===== config.mk =====
export PLATFORM = sky130hd
export DESIGN_NAME = program_loader
export DESIGN_NICKNAME = d
export VERILOG_FILES = /design/src/rtl/program_loader.sv
export SDC_FILE = /design/constraint.sdc
export NUM_CORES = 1
export LEC_CHECK = 0
export ABC_CLOCK_PERIOD_IN_PS = 2130
export CORE_ASPECT_RATIO = 0.9
export CORE_MARGIN = 3
export CORE_UTILIZATION = 58
export CTS_CLUSTER_SIZE = 20
export DETAILED_ROUTE_END_ITERATION = 16
export DONT_BUFFER_PORTS = 1
export PLACE_DENSITY = 0.85
export SYNTH_ARGS = -nofsm -noshare
export SYNTH_HDL_FRONTEND = slang
export SYNTH_SLANG_ARGS = --single-unit
export TNS_END_PERCENT = 50

===== constraint.sdc =====
create_clock -name clk -period 2.13 [get_ports clk]
set_clock_uncertainty 0.05 [all_clocks]
set_input_delay 0.213 -clock clk [delete_from_list [all_inputs] [get_ports clk]]
set_output_delay 0.213 -clock clk [all_outputs]
set_load 0.05 [all_outputs]

===== src/rtl/program_loader.sv =====
// Streams host instruction words into instruction memory, holding the core until the load completes.
// Writes land one cycle after accept; in_ready drops outside LOAD, so the host stalls during idle/flush.
module program_loader #(
  parameter int DEPTH       = 8,
  parameter int ADDR_W      = 3,
  parameter int DATA_W      = 12,
  parameter int START_DELAY = 2
) (
  input  logic              clk,
  input  logic              rst,
  input  logic              load_req,
  input  logic              in_valid,
  input  logic [DATA_W-1:0] in_data,
  input  logic              in_last,
  output logic              in_ready,
  output logic              im_we,
  output logic [ADDR_W-1:0] im_waddr,
  output logic [DATA_W-1:0] im_wdata,
  output logic              cpu_hold,
  output logic              cpu_start,
  output logic [ADDR_W:0]   word_count,
  output logic              overflow_err
);

  localparam int CNT_W = (START_DELAY < 2) ? 1 : $clog2(START_DELAY + 1);
  localparam logic [ADDR_W:0]   FULL_CNT = (ADDR_W + 1)'(DEPTH);
  localparam logic [ADDR_W-1:0] LAST_PTR = ADDR_W'(DEPTH - 1);

  typedef enum logic [1:0] {IDLE, LOAD, FLUSH} state_e;

  state_e              state_q, state_d;
  logic [ADDR_W-1:0]   ptr_q, ptr_d;
  logic [ADDR_W:0]     count_q, count_d;
  logic [CNT_W-1:0]    flush_q, flush_d;
  logic                ovf_q, ovf_d;
  logic                we_q, we_d;
  logic [ADDR_W-1:0]   waddr_q, waddr_d;
  logic [DATA_W-1:0]   wdata_q, wdata_d;
  logic                start_q, start_d;
  logic                ready_q, ready_d;
  logic                hold_q, hold_d;
  logic                accept;
  logic                full;

  assign accept = in_valid & ready_q;
  assign full   = (count_q == FULL_CNT);

  always_comb begin
    state_d = state_q;
    ptr_d   = ptr_q;
    count_d = count_q;
    flush_d = flush_q;
    ovf_d   = ovf_q;
    we_d    = 1'b0;
    waddr_d = waddr_q;
    wdata_d = wdata_q;
    start_d = 1'b0;
    case (state_q)
      IDLE: begin
        if (load_req) begin
          state_d = LOAD;
          ptr_d   = '0;
          count_d = '0;
          ovf_d   = 1'b0;
        end
      end
      LOAD: begin
        if (accept) begin
          if (!full) begin
            we_d    = 1'b1;
            waddr_d = ptr_q;
            wdata_d = in_data;
            count_d = count_q + 1'b1;
            // Saturate instead of wrapping so a full memory never rewrites address 0.
            if (ptr_q != LAST_PTR) ptr_d = ptr_q + 1'b1;
          end else begin
            ovf_d = 1'b1;
          end
          if (in_last) begin
            state_d = FLUSH;
            flush_d = CNT_W'(START_DELAY);
          end
        end
      end
      FLUSH: begin
        flush_d = flush_q - 1'b1;
        if (flush_q == CNT_W'(1)) begin
          state_d = IDLE;
          start_d = 1'b1;
        end
      end
      default: state_d = IDLE;
    endcase
    ready_d = (state_d == LOAD);
    hold_d  = (state_d != IDLE);
  end

  always_ff @(posedge clk) begin
    if (rst) begin
      state_q <= IDLE;
      ptr_q   <= '0;
      count_q <= '0;
      flush_q <= '0;
      ovf_q   <= 1'b0;
      we_q    <= 1'b0;
      waddr_q <= '0;
      wdata_q <= '0;
      start_q <= 1'b0;
      ready_q <= 1'b0;
      hold_q  <= 1'b0;
    end else begin
      state_q <= state_d;
      ptr_q   <= ptr_d;
      count_q <= count_d;
      flush_q <= flush_d;
      ovf_q   <= ovf_d;
      we_q    <= we_d;
      waddr_q <= waddr_d;
      wdata_q <= wdata_d;
      start_q <= start_d;
      ready_q <= ready_d;
      hold_q  <= hold_d;
    end
  end

  assign in_ready     = ready_q;
  assign im_we        = we_q;
  assign im_waddr     = waddr_q;
  assign im_wdata     = wdata_q;
  assign cpu_hold     = hold_q;
  assign cpu_start    = start_q;
  assign word_count   = count_q;
  assign overflow_err = ovf_q;

endmodule


==> impl_metrics.ini, run 1 <==
[yosys]
syn_area_um2 = 1240
synthAdderAreaFrac_pct = 5.05
synth.distinct_cells = 27
synth_top_family_by_area = simple AND/OR/NAND/NOR gates
synth-seq-cells = 31
yosys.area_share.simple_pct = 21.4
synth_nets = 168
synth_xor_xnor_area_share_pct = 0
synth.area.mux_share_pct = 0
syn_area_per_cell_um2 = 8.48
seq_area_frac_synth_pct = 50.1
synth_compound_area_share_pct = 19.8
yosysWarnings = 0
syn_inst = 146

[clock_network]
h-tree-depth = 2
cts_buffers = 5
clk_latency_ns = 0.32
ctsResizeCount = 0
clk_pin_slew_worst_paths_ns = 0.09
cts_tree = yes
post_cts_buffers = 0
clockRootBuffer = clkbuf_4
clockBufferDepth = 2
clkSinkCount = 31

[floorplanning]
core_area_um2 = 1970
io_pins = 41
die_h_um = 49.8
start_util_pct = 62.9
die-area_um2 = 2730
rows = 15
die-width_um = 54.7

[critical_path]
path_cells = and4b_2 -> nand2_1 -> a21oi_1 -> o31a_1
cp.arrival_ns = 1.99
path_class = flop to flop
slowest_stage = dfxtp_1
critPathMaxStageDelay_ns = 0.57
crit_buf_inv = 0
cp_top_family = simple AND/OR/NAND/NOR gates
worst_setup_path_end_kind = flop
worst_setup_path_start_kind = flop
cp_data_required_time_ns = 2.34
cp_max_fo = 17

[grt]
grt_pass1_vias = 1072
grt_max_degree = 29
grt_pass1_wl_um = 4550
grt_remaining_overflow = 0
grt_use_total_pct = 23.5
antenna_found_initial = 0

[drt]
wl_per_cell_um = 14.4
ant_nets = 0
drtIter0Drc = 42
drc = 0
firstDrtPassIters = 4
vias = 1101
vias_per_cell = 5.76
routed_wl_um = 2760

[layout]
synthToLayoutAreaGrowth_pct = 19.1
n_fill_cell = 143
seqCellArea_um2 = 621
multiInputGateArea_um2 = 573
layout-drive-gt1-share_pct = 9.64
finalNetCount = 188
antenna_cells = 0

[timing]
period_needed_ns = 1.78
maxSlewViolCount = 0
fmax_mhz = 562
period_share_pct = 83.6
layout_setup_ws_ns = 0.350
setup_viol = 0
tightestPinTransition_ns = 0.989
rsz0062_at_grt = false
hold_viol_final = 0
setup_tns_ns = 0
relSlewSlack_pct = 33.8

[job]
max_cap_viol_count = 0

[power]
ir_drop_v = 0.000665
p_per_area_nw_per_um2 = 708
power.total_mw = 1.04
p_leak_nw = 0.566

[placement]
hpwl_um = 1780
port_buffers = 0
gp_congestion = 0.747
dp_slack_ns = 0.406

[run_status]
outcome = completed

[hold_path]
hold_path_class = input pin to flop
-- cells by family (layout without fill, tap and decap cells) --
kind of cell / count (synthesis) / after routing
buf+inv: 11 / 31
fa+ha+maj: 5 / 5
compound gates: 41 / 41
simple gates: 58 / 58
flops: 31 / 31
-- state kept, by name, summed over array words and instances, names as in the netlist, 2 cells and up --
signal      cells
im_wdata       12
im_waddr        3
ptr_q           3
state_q         2
word_count      4
flush_q         2
-- synthesized netlist by cell type --
master | count | area share [%]
nand2_1 | 35 | 11
nand4b_1 | 1 | 0.71
and3b_1 | 1 | 0.71
a31oi_1 | 1 | 0.51
nor3_1 | 2 | 0.81
nor2b_1 | 1 | 0.51
inv_1 | 5 | 1.5
ha_1 | 5 | 5.1
o211a_1 | 1 | 0.81
buf_2 | 3 | 1.2
nand3_1 | 2 | 0.81
nor2_1 | 8 | 2.4
a22o_1 | 2 | 1.4
and3_1 | 2 | 1.0
and4b_2 | 1 | 0.91
or4_1 | 2 | 1.2
a21oi_1 | 25 | 10
nand2b_1 | 1 | 0.51
a21oi_2 | 1 | 0.71
o21ai_0 | 3 | 1.2
clkbuf_1 | 3 | 0.91
o21bai_1 | 2 | 1.2
dfxtp_1 | 31 | 50
o31a_1 | 1 | 0.71
a31o_2 | 1 | 0.71
a211oi_1 | 4 | 2.4
nand3b_1 | 2 | 1.2
-- metrics by stage --
stage	cell area [um2]	util (%)	hold slack [ns]	instances
2_1_floorplan	1240	-	0.299	146
3_3_place_gp	1290	65.4	0.235	171
3_5_place_dp	1290	65.4	0.238	171
4_1_cts	1480	74.9	0.0726	191
5_1_grt	1480	74.9	0.0822	191
6_report	1480	74.9	0.0869	191
-- final timing paths --
check                         from                         end  slack (ns)  cells after the start
min                            rst        cpu_start$_SDFF_PP0_        0.09                      2
max reg2reg  state_q[0]$_SDFF_PP0_  word_count[0]$_SDFFE_PP0P_        0.35                      4
max          state_q[0]$_SDFF_PP0_  word_count[0]$_SDFFE_PP0P_        0.35                      4
min reg2reg  ptr_q[1]$_SDFFE_PP0P_    im_waddr[1]$_SDFFE_PP0P_        0.44                      2
-- power by group --
group	total, mW	internal, mW	switching (mW)
Sequential	0.627	0.591	0.0352
Clock	0.335	0.153	0.182
Combinational	0.0829	0.0359	0.0470
Total	1.04	0.780	0.264
-- per-layer routing --
metal  track usage, %  part of all wire, %  vias up
li1                 -                    -      545
met1             25.6                   38      501
met2             35.6                   51       45
met3             9.06                  7.4       10
met4             17.0                  3.5        0
met5                0                    0        -
-- layout make-up --
| cell class | count | share of cell area, % |
|---|---|---|
| Sequential cell | 31 | 42.1 |
| Multi-Input combinational cell | 104 | 38.8 |
| Timing Repair Buffer | 19 | 11.9 |
| Clock buffer | 6 | 3.48 |
| Inverter | 5 | 1.27 |
| Clock inverter | 1 | 0.339 |
| Tap cell | 25 | 2.12 |
-- layout by cell type, fill, tap and decap left out --
master         instances
and4b_2                1
o211a_1                1
a211oi_1               4
nor2b_1                1
nand2_1               35
ha_1                   5
dfxtp_1               31
inv_1                  5
o31a_1                 1
a31o_2                 1
and3b_1                1
or4_1                  2
clkbuf_4               5
clkinv_2               1
buf_4                  6
nor2_1                 8
a21oi_1               25
nand3_1                2
a21oi_2                1
a22o_1                 2
and3_1                 2
nand2b_1               1
nand3b_1               2
nor3_1                 2
a31oi_1                1
nand4b_1               1
dlygate4sd3_1         13
clkbuf_8               1
o21ai_0                3
o21bai_1               2
-- what timing repair did --
item,CTS,global route
hold buffers,13,0
endpoints found under the setup margin,0,0
endpoints found under the hold margin,28,0
(Power assumes the default switching activity.)
==> run 2: changes to the inputs <==
--- a/config.mk
+++ b/config.mk
@@ -5,7 +5,8 @@
 export SDC_FILE = /design/constraint.sdc
 export NUM_CORES = 1
 export LEC_CHECK = 0
-export ABC_CLOCK_PERIOD_IN_PS = 2130
+export ABC_AREA = 1
+export ABC_CLOCK_PERIOD_IN_PS = 1700
 export CORE_ASPECT_RATIO = 0.9
 export CORE_MARGIN = 3
 export CORE_UTILIZATION = 58
==> constraint.sdc (replaced) <==
create_clock -name clk -period 1.7 [get_ports clk]
set_clock_uncertainty 0.05 [all_clocks]
set_input_delay 0.17 -clock clk [delete_from_list [all_inputs] [get_ports clk]]
set_output_delay 0.17 -clock clk [all_outputs]
set_load 0.05 [all_outputs]
==> run 2 against run 1 <==
  * Sequential share of layout area down 5.4 points
  * Synthesized cell count increased by 23%
  * Clock power up 28%
  * Global-route usage is 2.3 points higher
  * Area after synthesis is 13% higher
  * Combinational power rose to 3.2 times the previous value
  * Core utilization is 0.87 points higher
==> impl_metrics.ini, run 2 <==
[layout]
antenna_cells = 0
n_fill_cell = 160
layout-drive-gt1-share_pct = 21.6
seqCellArea_um2 = 623
final_util_pct = 75.7
finalNetCount = 234
final_cell_area_um2 = 1700
multiInputGateArea_um2 = 661
final_common_cell = nor2_1
synthToLayoutAreaGrowth_pct = 21.4
largest_reg_flops = 12
final_cell_mix = nor2_1, dfxtp_1, nand2_1, buf_4, o21ai_0

[grt]
grt_max_degree = 23
antenna_found_initial = 0
grt_pass1_vias = 1285
grt_use_total_pct = 25.8
grt_pass1_wl_um = 5810
grt_remaining_overflow = 0

[drt]
vias_per_cell = 5.42
firstDrtPassIters = 4
vias = 1300
ant_nets = 0
wl_per_cell_um = 14.9
dr_wl_met2_um = 1930
routed_wl_um = 3570
drc = 0
highest_layer = met4
drtIter0Drc = 48
wl_met1_um = 1370
met3WireLength_um = 195

[yosys]
synth_top_cell_by_area = dfxtp_1
synth_top_family_by_area = simple AND/OR/NAND/NOR gates
synth-seq-cells = 31
synth_nets = 202
synth_edf_count = 0
syn_area_um2 = 1400
yosys.area_share.simple_pct = 31.0
synth_compound_area_share_pct = 11.7
synth.distinct_cells = 25
async_reset_ff_share_pct = 0
yosysWarnings = 0
synth_xor_xnor_area_share_pct = 0
synthTopCellsByArea = dfxtp_1, nor2_1, nand2_1, o21ai_0, ha_1
synth_top_area_share_pct = 44.4
syn_area_per_cell_um2 = 7.77
seq_area_frac_synth_pct = 44.4
syn_inst = 180
synthTopCellsByCount = nor2_1, dfxtp_1, nand2_1
synth_ff_type = dfxtp_1
synthAdderAreaFrac_pct = 4.47
synth.most_common_cell = nor2_1
synth.area.mux_share_pct = 0

[clock_network]
clk_latency_ns = 0.34
ctsResizeCount = 0
clockRootBuffer = clkbuf_4
cts_buffers = 5
clk_pin_slew_worst_paths_ns = 0.10
clkSinkCount = 31
clockBufferDepth = 2
cts_tree = yes
h-tree-depth = 2

[critical_path]
cp_max_fo = 17
worst_setup_path_end_kind = flop
crit_path_end = word_count[0]$_SDFFE_PP0P_
r2r-start = word_count[0]$_SDFFE_PP0P_
r2r_cells = 9
worst_setup_path_start_kind = flop
cp.arrival_ns = 1.84
reg2reg_to = word_count[0]$_SDFFE_PP0P_
path_class = flop to flop
crit_start = word_count[0]$_SDFFE_PP0P_
regToRegSetupSlack_ns = 0.08
cp_data_required_time_ns = 1.92

[timing]
tightestPinTransition_ns = 0.565
hold_viol_final = 0
rsz0062_at_grt = false
maxSlewViolCount = 0
layout_setup_ws_ns = 0.0774
period_needed_ns = 1.62
setup_tns_ns = 0
setup_viol = 0
fmax_mhz = 616
period_share_pct = 95.4
relSlewSlack_pct = 62.3

[power]
p_per_area_nw_per_um2 = 883
p_leak_nw = 0.807
ir_drop_v = 0.000795

[floorplanning]
die_h_um = 52.6
die-area_um2 = 3040
core_area_um2 = 2240
io_pins = 41
start_util_pct = 62.4
rows = 16
die-width_um = 57.8

[placement]
hpwl_um = 2360
gp_congestion = 0.862
place_area_um2 = 1510
port_buffers = 0
dp_slack_ns = 0.132

[job]
max_cap_viol_count = 0

[hold_path]
hold_path_class = input pin to flop

[run_status]
outcome = completed
[run 2: how the worst min path moves through the flow]
stage / startpoint / cells after the start / endpoint / slack [ns]
floorplan: in_data[11] / 2 / im_wdata[11]$_SDFFE_PP0P_ / 0.25
global placement: rst / 1 / word_count[1]$_SDFFE_PP0P_ / 0.18
detailed placement: rst / 1 / word_count[1]$_SDFFE_PP0P_ / 0.18
CTS: in_last / 2 / flush_q[1]$_SDFFE_PP0P_ / 0.02
global route: in_last / 2 / flush_q[1]$_SDFFE_PP0P_ / 0.03
finish: in_last / 2 / flush_q[1]$_SDFFE_PP0P_ / 0.03
[run 2: final cells by class]
class	count	share of cell area (%)
Sequential cell	31	36.7
Inverter	17	4.05
Clock inverter	2	0.737
Timing Repair Buffer	30	15.2
Multi-Input combinational cell	127	38.9
Tap cell	27	1.99
Clock buffer	6	2.43
[run 2: through the flow]
step / std cells / hold slack, ns / power [mW]
2_1_floorplan: 180 / 0.246 / 1.00
3_3_place_gp: 219 / 0.177 / 1.04
3_5_place_dp: 219 / 0.180 / 1.05
4_1_cts: 240 / 0.0237 / 1.49
5_1_grt: 240 / 0.0272 / 1.56
6_report: 240 / 0.0284 / 1.50
[run 2: worst max-delay path: stages, from the launching register on]
cell and delay, ns:
dfxtp_2 0.34, inv_1 0.06, ha_1 0.19, nand3_1 0.17
nand2_4 0.10, nor2_8 0.25, inv_6 0.14, nand2_1 0.08
inv_1 0.04, nor2_1 0.11
[run 2: where the power goes]
group | internal, mW | leakage, nW | switching [mW]
clock | 0.159 | 0.0282 | 0.269
combinational | 0.0886 | 0.526 | 0.179
sequential | 0.759 | 0.253 | 0.0444
[run 2: timing repair]
| item | in CTS | in global routing |
|---|---|---|
| setup buffers | 0 | 0 |
| hold buffers | 13 | 0 |
| hold endpoints to repair | 21 | 0 |
[run 2: cell families (layout without fill, tap and decap cells)]
group / after synthesis / count (layout)
AND/OR/NAND/NOR: 91 / 91
flip-flops: 31 / 31
buffers and inverters: 22 / 55
adder cells (fa/ha/maj): 5 / 5
AO/OA/AOI/OAI: 31 / 31
[run 2: layer usage]
| metal | up-vias | GRT usage [%] |
|---|---|---|
| met5 | - | 0 |
| met4 | 0 | 11.6 |
| met3 | 10 | 5.91 |
| met2 | 47 | 49.2 |
| met1 | 611 | 26.5 |
| li1 | 632 | - |
==> run 3: changes to the inputs <==
--- a/config.mk
+++ b/config.mk
@@ -5,7 +5,6 @@
 export SDC_FILE = /design/constraint.sdc
 export NUM_CORES = 1
 export LEC_CHECK = 0
-export ABC_AREA = 1
 export ABC_CLOCK_PERIOD_IN_PS = 1700
 export CORE_ASPECT_RATIO = 0.9
 export CORE_MARGIN = 3
==> run 3 against run 2 <==
  * Via count down 14%
  * Maximum frequency up 1.0%
  * Core utilization grew 2.0 points
  * Setup slack gained 0.016 ns
  * Clock power rose by 12%
  * Design area down 9.8%
  * Die area decreased by 10%
  * Sequential share of layout area is 4.4 points higher
  * Register-to-register slack better by 0.02 ns
  * Cell count down 18%
  * Hold slack worse by 0.0049 ns
  * Sequential power fell by 2.9%
  * Critical path type unchanged
  * Largest cell class is now registers
==> impl_metrics.ini, run 3 (synthesized netlist as in run 1, its figures left out) <==
[power]
ir_drop_v = 0.000733
power.net_switching_uw = 338
p_leak_nw = 0.593
p_int_mw = 1.03
p_sw_share_pct = 24.6
p_comb_share_pct = 8.2
power.share.clock_pct = 34.8
power_frac_seq_pct = 57.0
p_per_area_nw_per_um2 = 895
power.total_mw = 1.37

[drt]
firstDrtPassIters = 4
routed_wl_um = 2760
drc = 0
vias_per_cell = 5.68
vias = 1113
drtIter0Drc = 22
wl_per_cell_um = 14.1
ant_nets = 0

[timing]
tightestPinTransition_ns = 0.984
hold_viol_final = 0
period_share_pct = 94.5
setup_tns_ns = 0
fmax_mhz = 623
setup_viol = 0
period_needed_ns = 1.61
maxSlewViolCount = 0
rsz0062_at_grt = false
relSlewSlack_pct = 34.2

[placement]
hpwl_um = 1850
port_buffers = 0
gp_congestion = 0.949
dpl.cell_count = 175

[layout]
layout-drive-gt1-share_pct = 15.8
stdcell_count = 196
antenna_cells = 0
largest_reg_flops = 12
finalNetCount = 192
n_fill_cell = 145
final_common_cell = nand2_1
seqCellArea_um2 = 629
multiInputGateArea_um2 = 578
final_cell_mix = nand2_1, dfxtp_1, a21oi_1, dlygate4sd3_1, buf_4
synthToLayoutAreaGrowth_pct = 23.6

[critical_path]
critPathMaxStageDelay_ns = 0.42
cpMostUsedCell = ha_1
cp_max_fo = 5
cp_data_required_time_ns = 1.90
cp.arrival_ns = 1.80
worst_setup_path_start_kind = flop
slowest_stage = or4_1
worst_setup_path_end_kind = flop
path_cells = ha_1 -> ha_1 -> o21bai_1 -> or4_1 -> a31oi_1
path_class = flop to flop

[clock_network]
clockBufferDepth = 2
clkSinkCount = 31
post_cts_buffers = 0
h-tree-depth = 2
cts_tree = yes
clockRootBuffer = clkbuf_4
clk_latency_ns = 0.32
cts_buffers = 5
clk_pin_slew_worst_paths_ns = 0.09

[grt]
grt_use_total_pct = 23.8
antenna_found_initial = 0
grt_pass1_vias = 1125
grt_max_degree = 29
grt_pass1_wl_um = 4750
grt_remaining_overflow = 0

[hold_path]
hold_path_class = input pin to flop

[floorplanning]
rows = 15
die_h_um = 49.8
start_util_pct = 62.9
core_area_um2 = 1970
die-width_um = 54.7
die-area_um2 = 2730
io_pins = 41

[job]
max_cap_viol_count = 0

[run_status]
outcome = completed
## run 3: changes by cell type in the layout (fill, tap and decap cells not counted), sizes merged, moves of 4 or more
cell    previous run  this run
nor2              50         8
a21oi              9        26
buf               17        10
nand2             29        35
o21ai             20         3
inv               17         5
a211oi             0         4
nand3             10         2
## run 3: final timing paths
check / cells past startpoint / slack [ns] / from / end
hold reg to reg: 2 / 0.42 / im_wdata[9]$_SDFFE_PP0P_ / im_wdata[9]$_SDFFE_PP0P_
setup reg to reg: 5 / 0.09 / ptr_q[0]$_SDFFE_PP0P_ / ptr_q[0]$_SDFFE_PP0P_
hold / removal: 2 / 0.02 / rst / cpu_start$_SDFF_PP0_
setup / recovery: 5 / 0.09 / ptr_q[0]$_SDFFE_PP0P_ / ptr_q[0]$_SDFFE_PP0P_
## run 3: routing by layer
metal	part of all wire (%)	track usage, %
met1	42	28.3
met3	6.4	7.55
met4	1.6	11.2
met5	0	0
met2	50	37.8
## run 3: cell type report
type                       instances  share of cell area, %
tap                               25                   2.04
clock buffer                       8                   4.49
multi-input combinational        104                   37.7
sequential                        31                   41.1
inverter                           5                   1.23
timing repair buffer              23                   13.4
## run 3: what timing repair did
| item | in CTS | in global routing |
|---|---|---|
| endpoints found under the setup margin | 0 | 7 |
| endpoints found under the hold margin | 28 | 0 |
| gates resized for setup | 0 | 3 |
| hold buffers | 13 | 0 |
## run 3: through the flow
step | instance area [um2] | hold slack [ns] | util [%] | setup WS, ns
6_report | 1530 | 0.0235 | 77.7 | 0.0937
3_3_place_gp | 1330 | 0.188 | 67.4 | 0.152
3_5_place_dp | 1330 | 0.189 | 67.4 | 0.0982
5_1_grt | 1530 | 0.0179 | 77.7 | 0.00908
2_1_floorplan | 1250 | 0.256 | - | 0.0153
4_1_cts | 1530 | 0.00842 | 77.5 | 0.0587
## run 3: power groups by stage
stage / sequential, mW / clock (mW) / combinational, mW
6_report: 0.781 / 0.478 / 0.112
5_1_grt: 0.784 / 0.524 / 0.124
4_1_cts: 0.781 / 0.494 / 0.111
3_5_place_dp: 0.798 / 0 / 0.0779
3_3_place_gp: 0.797 / 0 / 0.0747
2_1_floorplan: 0.806 / 0 / 0.0574
## run 3: worst max-delay path, delay by kind of cell, from the launching register on
| family | cells | cell delay [ns] |
|---|---|---|
| and+or+nand+nor | 1 | 0.42 |
| adders and majority gates | 2 | 0.38 |
| DFF | 1 | 0.35 |
| AOI/OAI and AO/OA | 2 | 0.33 |
